$ cat src/rtl/uart_tx_if.sv
// Handshake, configuration and serial-line bundle between a UART transmitter and its
// producer, including the enable/tick pair shared with the baud-rate generator.
interface uart_tx_if #(
    parameter int DATA_BITS = 8
);
    logic                 baud_tick;
    logic                 tx_start;
    logic [DATA_BITS-1:0] tx_data;
    logic                 parity_en;
    logic                 parity_odd;
    logic                 two_stop;
    logic                 baud_en;
    logic                 tx;
    logic                 tx_busy;
    logic                 tx_done;

    modport master (
        output baud_tick, tx_start, tx_data, parity_en, parity_odd, two_stop,
        input  baud_en, tx, tx_busy, tx_done
    );

    modport slave (
        input  baud_tick, tx_start, tx_data, parity_en, parity_odd, two_stop,
        output baud_en, tx, tx_busy, tx_done
    );
endinterface

$ cat src/rtl/uart_tx.sv
// UART serial transmitter: start bit, DATA_BITS data bits LSB-first, optional parity,
// one or two stop bits. Every bit period is ended by a baud_tick from the baud generator.
module uart_tx #(
    parameter int DATA_BITS = 8
) (
    input  logic     clk,
    input  logic     rst,
    uart_tx_if.slave bus
);
    localparam int               CNT_W    = $clog2(DATA_BITS);
    localparam logic [CNT_W-1:0] LAST_BIT = CNT_W'(DATA_BITS - 1);

    typedef enum logic [2:0] {
        IDLE   = 3'd0,
        START  = 3'd1,
        DATA   = 3'd2,
        PARITY = 3'd3,
        STOP1  = 3'd4,
        STOP2  = 3'd5
    } state_t;

    state_t               state_r,     state_s;
    logic [DATA_BITS-1:0] shift_r,     shift_s;
    logic [CNT_W-1:0]     bit_cnt_r,   bit_cnt_s;
    logic                 parity_r,    parity_s;
    logic                 parity_en_r, parity_en_s;
    logic                 two_stop_r,  two_stop_s;
    logic                 tx_r,        tx_s;
    logic                 busy_r,      busy_s;
    logic                 done_r,      done_s;
    logic                 baud_en_r,   baud_en_s;

    function automatic logic calc_parity(input logic [DATA_BITS-1:0] data, input logic odd);
        return (^data) ^ odd;
    endfunction

    // State, datapath and registered outputs
    always_ff @(posedge clk or posedge rst) begin
        if (rst) begin
            state_r     <= IDLE;
            shift_r     <= '0;
            bit_cnt_r   <= '0;
            parity_r    <= 1'b0;
            parity_en_r <= 1'b0;
            two_stop_r  <= 1'b0;
            tx_r        <= 1'b1;
            busy_r      <= 1'b0;
            done_r      <= 1'b0;
            baud_en_r   <= 1'b0;
        end else begin
            state_r     <= state_s;
            shift_r     <= shift_s;
            bit_cnt_r   <= bit_cnt_s;
            parity_r    <= parity_s;
            parity_en_r <= parity_en_s;
            two_stop_r  <= two_stop_s;
            tx_r        <= tx_s;
            busy_r      <= busy_s;
            done_r      <= done_s;
            baud_en_r   <= baud_en_s;
        end
    end

    // Next-state and next-output decode; the line value is computed one edge ahead
    always_comb begin
        state_s     = state_r;
        shift_s     = shift_r;
        bit_cnt_s   = bit_cnt_r;
        parity_s    = parity_r;
        parity_en_s = parity_en_r;
        two_stop_s  = two_stop_r;
        tx_s        = tx_r;
        busy_s      = busy_r;
        done_s      = 1'b0;
        baud_en_s   = baud_en_r;

        case (state_r)
            IDLE: begin
                tx_s      = 1'b1;
                busy_s    = 1'b0;
                baud_en_s = 1'b0;
                if (bus.tx_start) begin
                    shift_s     = bus.tx_data;
                    parity_s    = calc_parity(bus.tx_data, bus.parity_odd);
                    parity_en_s = bus.parity_en;
                    two_stop_s  = bus.two_stop;
                    state_s     = START;
                    tx_s        = 1'b0;
                    busy_s      = 1'b1;
                    baud_en_s   = 1'b1;
                end else begin
                    state_s = IDLE;
                end
            end
            START: begin
                if (bus.baud_tick) begin
                    state_s   = DATA;
                    tx_s      = shift_r[0];
                    shift_s   = {1'b0, shift_r[DATA_BITS-1:1]};
                    bit_cnt_s = '0;
                end else begin
                    tx_s = 1'b0;
                end
            end
            DATA: begin
                // shift_r[0] always holds the bit that goes out after the current one
                if (bus.baud_tick) begin
                    if (bit_cnt_r != LAST_BIT) begin
                        bit_cnt_s = bit_cnt_r + CNT_W'(1);
                        tx_s      = shift_r[0];
                        shift_s   = {1'b0, shift_r[DATA_BITS-1:1]};
                    end else if (parity_en_r) begin
                        state_s = PARITY;
                        tx_s    = parity_r;
                    end else begin
                        state_s = STOP1;
                        tx_s    = 1'b1;
                    end
                end else begin
                    state_s = DATA;
                end
            end
            PARITY: begin
                if (bus.baud_tick) begin
                    state_s = STOP1;
                    tx_s    = 1'b1;
                end else begin
                    tx_s = parity_r;
                end
            end
            STOP1: begin
                tx_s = 1'b1;
                if (bus.baud_tick) begin
                    if (two_stop_r) begin
                        state_s = STOP2;
                    end else begin
                        state_s   = IDLE;
                        busy_s    = 1'b0;
                        baud_en_s = 1'b0;
                        done_s    = 1'b1;
                    end
                end else begin
                    state_s = STOP1;
                end
            end
            STOP2: begin
                tx_s = 1'b1;
                if (bus.baud_tick) begin
                    state_s   = IDLE;
                    busy_s    = 1'b0;
                    baud_en_s = 1'b0;
                    done_s    = 1'b1;
                end else begin
                    state_s = STOP2;
                end
            end
            default: begin
                state_s   = IDLE;
                tx_s      = 1'b1;
                busy_s    = 1'b0;
                baud_en_s = 1'b0;
            end
        endcase
    end

    assign bus.tx      = tx_r;
    assign bus.tx_busy = busy_r;
    assign bus.tx_done = done_r;
    assign bus.baud_en = baud_en_r;
endmodule

$ cat src/flat_wrapper.sv
// flat-port wrapper written by rule: the top's interface ports become plain ports
module uart_tx_flat 
#(
    parameter int DATA_BITS = 8
)
  (clk, rst, bus_baud_tick, bus_tx_start, bus_tx_data, bus_parity_en, bus_parity_odd, bus_two_stop, bus_baud_en, bus_tx, bus_tx_busy, bus_tx_done);
  uart_tx_if #(.DATA_BITS(DATA_BITS)) bus_i ();
  input  logic clk;
  input  logic rst;
  input wire logic [$bits(bus_i.baud_tick)-1:0] bus_baud_tick;
  input wire logic [$bits(bus_i.tx_start)-1:0] bus_tx_start;
  input wire logic [$bits(bus_i.tx_data)-1:0] bus_tx_data;
  input wire logic [$bits(bus_i.parity_en)-1:0] bus_parity_en;
  input wire logic [$bits(bus_i.parity_odd)-1:0] bus_parity_odd;
  input wire logic [$bits(bus_i.two_stop)-1:0] bus_two_stop;
  output wire logic [$bits(bus_i.baud_en)-1:0] bus_baud_en;
  output wire logic [$bits(bus_i.tx)-1:0] bus_tx;
  output wire logic [$bits(bus_i.tx_busy)-1:0] bus_tx_busy;
  output wire logic [$bits(bus_i.tx_done)-1:0] bus_tx_done;
  assign bus_i.baud_tick = bus_baud_tick;
  assign bus_i.tx_start = bus_tx_start;
  assign bus_i.tx_data = bus_tx_data;
  assign bus_i.parity_en = bus_parity_en;
  assign bus_i.parity_odd = bus_parity_odd;
  assign bus_i.two_stop = bus_two_stop;
  assign bus_baud_en = bus_i.baud_en;
  assign bus_tx = bus_i.tx;
  assign bus_tx_busy = bus_i.tx_busy;
  assign bus_tx_done = bus_i.tx_done;
  uart_tx #(.DATA_BITS(DATA_BITS)) u_core (.clk(clk), .rst(rst), .bus(bus_i));
endmodule
$ cat config.mk
export PLATFORM = sky130hd
export DESIGN_NAME = uart_tx_flat
export DESIGN_NICKNAME = d
export VERILOG_FILES = /design/src/rtl/uart_tx_if.sv /design/src/rtl/uart_tx.sv /design/src/flat_wrapper.sv
export SDC_FILE = /design/constraint.sdc
export NUM_CORES = 1
export LEC_CHECK = 0
export ABC_AREA = 1
export CELL_PAD_IN_SITES_DETAIL_PLACEMENT = 1
export CELL_PAD_IN_SITES_GLOBAL_PLACEMENT = 1
export CORE_UTILIZATION = 38
export CTS_CLUSTER_DIAMETER = 40
export DETAILED_ROUTE_END_ITERATION = 12
export PLACE_DENSITY_LB_ADDON = 0.12
export REMOVE_ABC_BUFFERS = 1
export SLEW_MARGIN = 5
export SYNTH_ARGS = -nofsm -noshare
export SYNTH_HDL_FRONTEND = slang
export SYNTH_SLANG_ARGS = --single-unit
$ cat constraint.sdc
create_clock -name clk -period 1.75 [get_ports clk]
set_clock_uncertainty 0.1 [all_clocks]
set_input_delay 0.175 -clock clk [delete_from_list [all_inputs] [get_ports clk]]
set_output_delay 0.175 -clock clk [all_outputs]
set_load 0.02 [all_outputs]
======== Word level (Yosys, flattened, before mapping) ========
Cells that the tools add are included.
operators by class
  add/subtract/negate cells ............... 1
  eq/ne operators ......................... 15
  multiplexer cells ....................... 35
  bitwise gates (word level) .............. 2
  reduce and logical (&&, ||, !) cells .... 10
operators by type and width
  kind                   number
  $mux W3                11
  $mux W8                4
  $pmux W8 S3            1
  $pmux W3 S6            1
  $mux W1                14
  $ne A2 B2 Y1 const B   7
  $pmux W1 S4            2
  $reduce_and A4 Y1      2
  $reduce_xor A8 Y1      1
  $eq A3 B2 Y1 const B   2
  $eq A3 B3 Y1 const B   2
  $ne A3 B3 Y1 const B   2
  $pmux W3 S2            1
  $reduce_and A5 Y1      1
  $add A3 B1 Y3 const B  1
  $eq A3 B1 Y1 const B   1
  $logic_not A3 Y1       1
  $reduce_and A3 Y1      1
  $reduce_bool A3 Y1     1
  $reduce_or A3 Y1       1
  $ne A2 B1 Y1 const B   1
  $pmux W1 S2            1
  $reduce_and A2 Y1      1
  $reduce_bool A2 Y1     1
  2 further kinds        2
storage, ports and cells
  flip-flop bits (word level) ............. 20
  bits of input ports ..................... 15
  output and inout port bits .............. 4
  logic and storage cells ................. 72

======== Longest topological paths before layout ========
Gate-level depths: netlist of the first run.
  depth after elaboration ................. 4
  mapped depth ............................ 10
  depth with buffers taken out ............ 10

======== Least setup slack after synthesis of the first run ========
No wires, ideal clock.
  path kind ............................... register to register
  from .................................... register u_core.bit_cnt_r[0]
  to ...................................... register u_core.shift_r[1]
  library setup time ...................... 121 ps
  data arrival time ....................... 1,338 ps
  data required time ...................... 1,529 ps
  path slack .............................. 191 ps
  stages on the path, launching flop included .. 8
  buffers on the path ..................... 1
  period minus slack after synthesis ...... 1,559 ps
  cell sequence ........................... dfrtp_1 > ha_1 > ha_1 > o22ai_2 > nand3_4 > buf_8 > nand2_1 > o21ai_2
between the ends
  cells in the longest elaborated chain, start to end .. 3
RTL lines
  what                         RTL line        source
  start, declared              uart_tx.sv:24   logic [CNT_W-1:0] bit_cnt_r, bit_cnt_s;
  start signal, assigned       uart_tx.sv:53   bit_cnt_r <= bit_cnt_s;
  $ne A3 B3 Y1                 uart_tx.sv:108  if (bit_cnt_r != LAST_BIT) begin
  $ne A2 B1 Y1 (no line)       -
  $reduce_and A5 Y1 (no line)  -
  end signal, assigned         uart_tx.sv:52   shift_r <= shift_s;
  end, declared                uart_tx.sv:23   logic [DATA_BITS-1:0] shift_r, shift_s;
No other way between the ends.
A chain may end at the register's enable or synchronous reset.

======== Final worst setup path of the first run ========
  from .................................... register u_core.bit_cnt_r[0]
  to ...................................... register u_core.shift_r[3]
The elaborated chain is that of the path after synthesis.

==> results of run 1 <==
repair_timing:
action	4_1_cts	5_1_grt
setup endpoints to repair	0	11
resized for setup	0	4
hold buffers	0	0
registers in the layout (all words and copies together), names as in the netlist:
register,cells
u_core.shift_r,8
u_core.bit_cnt_r,3
u_core.state_r,3
u_core.bus.tx,1
u_core.bus.tx_busy,1
u_core.bus.tx_done,1
u_core.parity_en_r,1
u_core.parity_r,1
u_core.two_stop_r,1
placed cells by master (no fill, tap or decap), types with 2 or more instances in the layout:
| cell | netlist | layout |
|---|---|---|
| nand3_4 | 1 | 2 |
| nand3_1 | 12 | 12 |
| buf_4 | 2 | 3 |
| nand2_4 | 3 | 3 |
| o21ai_0 | 4 | 4 |
| nand4_1 | 2 | 2 |
| dfrtp_1 | 19 | 19 |
| nand2_1 | 55 | 55 |
| clkbuf_4 | 0 | 3 |
| nor2_1 | 14 | 14 |
| clkdlybuf4s50_1 | 0 | 17 |
| inv_1 | 18 | 18 |
| nor3_1 | 3 | 3 |
| nor2_4 | 1 | 2 |
| inv_2 | 3 | 3 |
| o21ai_1 | 4 | 4 |
| nand2_2 | 2 | 2 |
| a21oi_1 | 7 | 7 |
| o21ai_2 | 8 | 8 |
metal layers:
layer / wire length (um) / GRT usage / vias up / part of all wire
met3: 90 / 0.0262 / 6 / 0.029
met5: 0 / 0 / - / 0
li1: - / - / 590 / -
met4: 54 / 0.0664 / 0 / 0.017
met1: 1490 / 0.271 / 529 / 0.48
met2: 1470 / 0.339 / 22 / 0.47
cell type report:
class	instances	area (um2)
inverters	21	78.8
multi-input cells	126	672
clock buffers	4	36.3
repair buffers	22	225
well taps	44	55.1
fillers	416	1530
flip-flops and latches	20	502
power groups by stage:
stage / Clock (mW) / Combinational [mW] / Sequential (mW)
final: 0.276 / 1.33 / 0.850
after global routing: 0.304 / 1.52 / 0.877
after CTS: 0.281 / 1.30 / 0.850
after detailed placement: 0 / 1.29 / 0.860
after global placement: 0 / 1.23 / 0.843
after floorplan: 0 / 0.880 / 0.863
synthesized netlist by cell type (2+ instances only):
library cell,count
o21ai_0,4
nand4_1,2
inv_1,18
o21ai_1,4
dfrtp_1,19
nand2_4,3
o21ai_2,8
ha_1,2
nand2_1,55
buf_4,2
inv_2,3
nor3_1,3
nand3_1,12
a21oi_1,7
nor2_1,14
nor2_2,2
nand2_2,2
kinds of logic (layout without fill, tap and decap cells):
kind of cell / after synthesis / in the layout / share of synthesized area
AOI/OAI and AO/OA: 26 / 26 / 0.136
and+or+nand+nor: 96 / 97 / 0.350
xor gates and xnor gates: 1 / 1 / 0.00695
buffers and inverters: 25 / 47 / 0.0893
adders and majority gates: 2 / 2 / 0.0198
DFF: 20 / 20 / 0.398
worst max path at each step:
stage	startpoint	endpoint	slack, ns
after floorplan	u_core.bit_cnt_r[0]	u_core.shift_r[4]	0.21
after global placement	u_core.bit_cnt_r[0]	u_core.shift_r[2]	0.15
after detailed placement	u_core.bit_cnt_r[0]	u_core.shift_r[3]	0.07
after CTS	u_core.bus.tx	bus_tx	0.007
after global routing	u_core.state_r[1]	u_core.shift_r[2]	0.03
final	u_core.bit_cnt_r[0]	u_core.shift_r[3]	0.11
per-stage QoR:
step / hold slack [ns] / std cells / cell area (um2)
2_1_floorplan: 0.0381 / 166 / 1230
3_3_place_gp: 0.356 / 232 / 1510
3_5_place_dp: 0.362 / 232 / 1510
4_1_cts: 0.0791 / 236 / 1540
5_1_grt: 0.0967 / 237 / 1570
6_report: 0.0711 / 237 / 1570
tightest hold or removal path, cell delays in order:
cell and delay (ns):
clkdlybuf4s50_1 0.40, inv_1 0.09, buf_12 0.17
==> results.yml, run 1 <==
status:
  outcome: "complete, no violations"
setup_path:
  startpoint_type: "register"
  cp_num_cells: 6
  r2r-end: "u_core.shift_r[3]"
  critPathBufInv: 0
  cp-end-kind: "register"
  cp_data_arrival_time_ns: 1.74
  reg2regPathDepth: 6
  cp_cell_sequence: "ha_1 > ha_2 > o22ai_2 > nand3_4 > nand2_1 > o21ai_2"
  r2r-start: "u_core.bit_cnt_r[0]"
  critPathMaxStageDelay_ns: 0.42
  cp_slowest_cell: "dfrtp_1"
  cpLargestDelayFamily: "flip-flops"
  crit_fanout: 8
  worst_ep_required_time_ns: 1.84
  worstSetupPathType: "register to register"
  regToRegSetupSlack_ns: 0.11
timing:
  layout_setup_ws_ns: 0.106
  rsz0062_at_grt: "false"
  tns_ns: 0
  timing.final.crit_share: 0.940
  worst_slew_pin_slew_ns: 0.314
  finalMaxSlewViolations: 0
  finalHoldViolCount: 0
  slew_headroom: 0.791
  setup_viol: 0
  fmax_ghz: 0.608
  finalCriticalPeriod_ns: 1.64
clocking:
  htree_levels: 1
  cts_buffer_depth: 2
  cts_buffers: 3
  cts_sinks: 20
  clkTransAtPathRegs_ns: 0.13
  clk_latency_ns: 0.30
  cts_tree: "done"
  cts-root-buf: "clkbuf_4"
  cts_setup_buffers: 0
place:
  io_buffers: 18
  gp_congestion: 0.840
  hpwl_um: 2420
  preCtsSetupSlack_ns: 0.0650
power:
  power_frac_comb: 0.542
  p_clk_frac: 0.112
  sw_frac_of_total: 0.466
  powerDensity_mw_per_mm2: 1570
  power_mw: 2.46
  p_leak_nw: 0.812
  max-vdd-ir-drop_mv: 0.524
  p_int_mw: 1.31
  switchingPower_mw: 1.15
  seqPwrFrac: 0.345
routing:
  num_vias: 1147
  drtIter0Drc: 64
  wl_per_cell_um: 13.1
  viasPerCell: 4.84
  firstDrtPassIters: 4
  antenna_left: 0
  drc_errors: 0
  drt-total-wl_um: 3110
cells_and_area:
  final_util: 0.506
  syn_to_final_growth_pct: 24.4
  diodes: 0
  finalNetCount: 211
  layout-drive-gt1-share: 0.166
die:
  pin_count: 19
  coreArea_mm2: 0.00310
  initial_utilization: 0.406
  die_area_mm2: 0.00355
  die_h_um: 59.6
  rows: 20
  die_x_um: 59.6
yosys:
  synth_flop_cell: "dfrtp_1"
  synth_top_area_share: 0.377
  seq_area_frac_synth: 0.398
  async_reset_ff_frac: 1.00
  synth-edff-count: 0
  synth_cell_types: 27
  yosysWarnings: 0
  synth.area.top_cells: "dfrtp_1 38%, nand2_1 16%, o21ai_2 5.6%, inv_1 5.4%, nand3_1 4.8%"
  synth.cell_area_mm2: 0.00126
  syn_area_per_cell_um2: 7.42
  synthCells: 170
  synth_seq_cells: 20
  netlist.top_cell.by_area: "dfrtp_1"
global_route:
  grt_pass1_wl_um: 5370
  grt_pass1_vias: 1240
  overflow: 0
  grt_usage: 0.203
  grt_max_degree: 21
  antenna_found_initial: 0
run:
  cap_violations: 0
worst_hold_path:
  min_path_type: "input pin to async pin"
(Power assumes the default switching activity.)
==> inputs of run 2 (changes only) <==
PLACE_DENSITY = 0.76   (was not set)
PLACE_DENSITY_LB_ADDON = not set   (was 0.12)
SLEW_MARGIN = 20   (was 5)
==> run 2 against run 1 <==
Via count is 3.7% higher. Utilization is 0.89 points lower. Critical path depth is 2 higher. Combinational power is 3% lower. Maximum frequency is 2.4% lower. Largest cell class unchanged. Count of clock-buffer cells in the layout stayed put. Clock power hardly changed.
==> results.yml, run 2 (synthesis results as in run 1) <==
timing:
  fmax_ghz: 0.593
  setup_viol: 0
  finalCriticalPeriod_ns: 1.68
  finalMaxSlewViolations: 0
  timing.final.crit_share: 0.963
  slew_headroom: 0.796
  finalHoldViolCount: 0
  worst_slew_pin_slew_ns: 0.306
  rsz0062_at_grt: "true"
power:
  p_clk_frac: 0.113
  seqPwrFrac: 0.354
  p_leak_nw: 0.805
  p_int_mw: 1.29
  power_frac_comb: 0.533
  sw_frac_of_total: 0.466
  max-vdd-ir-drop_mv: 0.503
  switchingPower_mw: 1.13
  powerDensity_mw_per_mm2: 1570
  power_mw: 2.42
cells_and_area:
  top_regs: "u_core.shift_r x8, u_core.bit_cnt_r x3, u_core.state_r x3"
  final_cell_count_no_fill: 236
  max_flop_register: "u_core.shift_r"
  mostFrequentLayoutCells: "55 x nand2_1, 19 x dfrtp_1, 18 x inv_1"
  diodes: 0
  syn_to_final_growth_pct: 22.2
  final_common_cell: "nand2_1"
  finalNetCount: 210
  largest_reg_flops: 8
  layout-drive-gt1-share: 0.156
  final_util: 0.497
die:
  die_x_um: 59.6
  coreArea_mm2: 0.00310
  pin_count: 19
  initial_utilization: 0.406
  die_h_um: 59.6
  rows: 20
  die_area_mm2: 0.00355
setup_path:
  r2r-start: "u_core.bit_cnt_r[0]"
  startpoint_type: "register"
  reg2regPathDepth: 8
  regToRegSetupSlack_ns: 0.07
  cp_data_arrival_time_ns: 1.79
  worstSetupPathType: "register to register"
  crit_fanout: 4
  worst_ep_required_time_ns: 1.86
  r2r-end: "u_core.state_r[0]"
  cp-end-kind: "register"
routing:
  antenna_left: 0
  drt-total-wl_um: 3100
  drtIter0Drc: 51
  viasPerCell: 5.04
  firstDrtPassIters: 4
  drc_errors: 0
  num_vias: 1190
  wl_per_cell_um: 13.1
place:
  io_buffers: 18
  hpwl_um: 2470
  dp.cells: 231
  gp_congestion: 0.849
clocking:
  cts_buffers: 3
  clk_latency_ns: 0.30
  cts_tree: "done"
  cts_setup_buffers: 0
  clkTransAtPathRegs_ns: 0.11
  postCtsHoldBufs: 0
  cts-root-buf: "clkbuf_4"
  cts_sinks: 20
  htree_levels: 1
  cts_buffer_depth: 2
global_route:
  grt_max_degree: 21
  overflow: 0
  grt_pass1_wl_um: 5150
  grt_usage: 0.199
  grt_pass1_vias: 1221
  antenna_found_initial: 0
status:
  outcome: "complete, no violations"
run:
  cap_violations: 0
worst_hold_path:
  min_path_type: "input pin to async pin"
==> run 2: how the worst max path moves through the flow <==
stage,startpoint,cells past startpoint,to,slack (ns)
6_report,u_core.bit_cnt_r[0],8,u_core.state_r[0],0.07
5_1_grt,u_core.bit_cnt_r[0],8,u_core.state_r[0],-0.04
4_1_cts,u_core.bus.tx,1,bus_tx,0.006
3_5_place_dp,u_core.bit_cnt_r[0],6,u_core.shift_r[3],0.05
3_3_place_gp,u_core.bit_cnt_r[0],6,u_core.shift_r[4],0.15
2_1_floorplan,u_core.bit_cnt_r[0],6,u_core.shift_r[4],0.21
==> run 2: power groups by stage <==
| stage | Combinational, mW | Sequential, mW | Clock, mW |
|---|---|---|---|
| floorplan | 0.880 | 0.863 | 0 |
| global placement | 1.20 | 0.861 | 0 |
| detailed placement | 1.26 | 0.867 | 0 |
| CTS | 1.26 | 0.858 | 0.284 |
| global route | 1.45 | 0.888 | 0.299 |
| finish | 1.29 | 0.857 | 0.273 |
==> run 2: worst max-delay path: stages (launching register included) <==
cell	delay, ns
dfrtp_1	0.42
ha_1	0.20
ha_1	0.24
nor2_2	0.21
nand2_1	0.11
nand2_1	0.12
inv_2	0.05
o21ai_1	0.07
nand2_1	0.06
==> run 2: metal layers <==
layer,GRT usage,vias to the layer above,wire (um)
li1,-,588,-
met1,0.237,572,1330
met2,0.345,21,1600
met3,0.0284,9,82
met4,0.106,0,85
met5,0,-,0
==> run 2: what timing repair did <==
item                                    4_1_cts  5_1_grt
gates resized for setup                       0        2
endpoints found under the setup margin        0       10
hold endpoints to repair                      0        0
==> run 2: final cells by class <==
cell class	instances	area [um2]
Timing Repair Buffer	21	205
Fill cell	427	1560
Sequential cell	20	502
Tap cell	44	55.1
Clock buffer	4	36.3
Multi-Input combinational cell	126	664
Inverter	21	78.8
==> run 2: per-stage QoR <==
step           setup slack (ns)  hold WS, ns  TNS (ns)  cell area, um2
6_report                 0.0651       0.0800         0            1540
5_1_grt                 -0.0376        0.126    -0.122            1540
4_1_cts                 0.00581       0.0832         0            1520
3_5_place_dp             0.0498        0.367         0            1490
3_3_place_gp              0.152        0.360         0            1490
2_1_floorplan             0.213       0.0381         0            1230
==> inputs of run 3 (changes only) <==
TNS_END_PERCENT = 30   (was not set)
==> results of run 3 <==
Same layout as run 2: the final DEF is identical, and so are final timing and power.
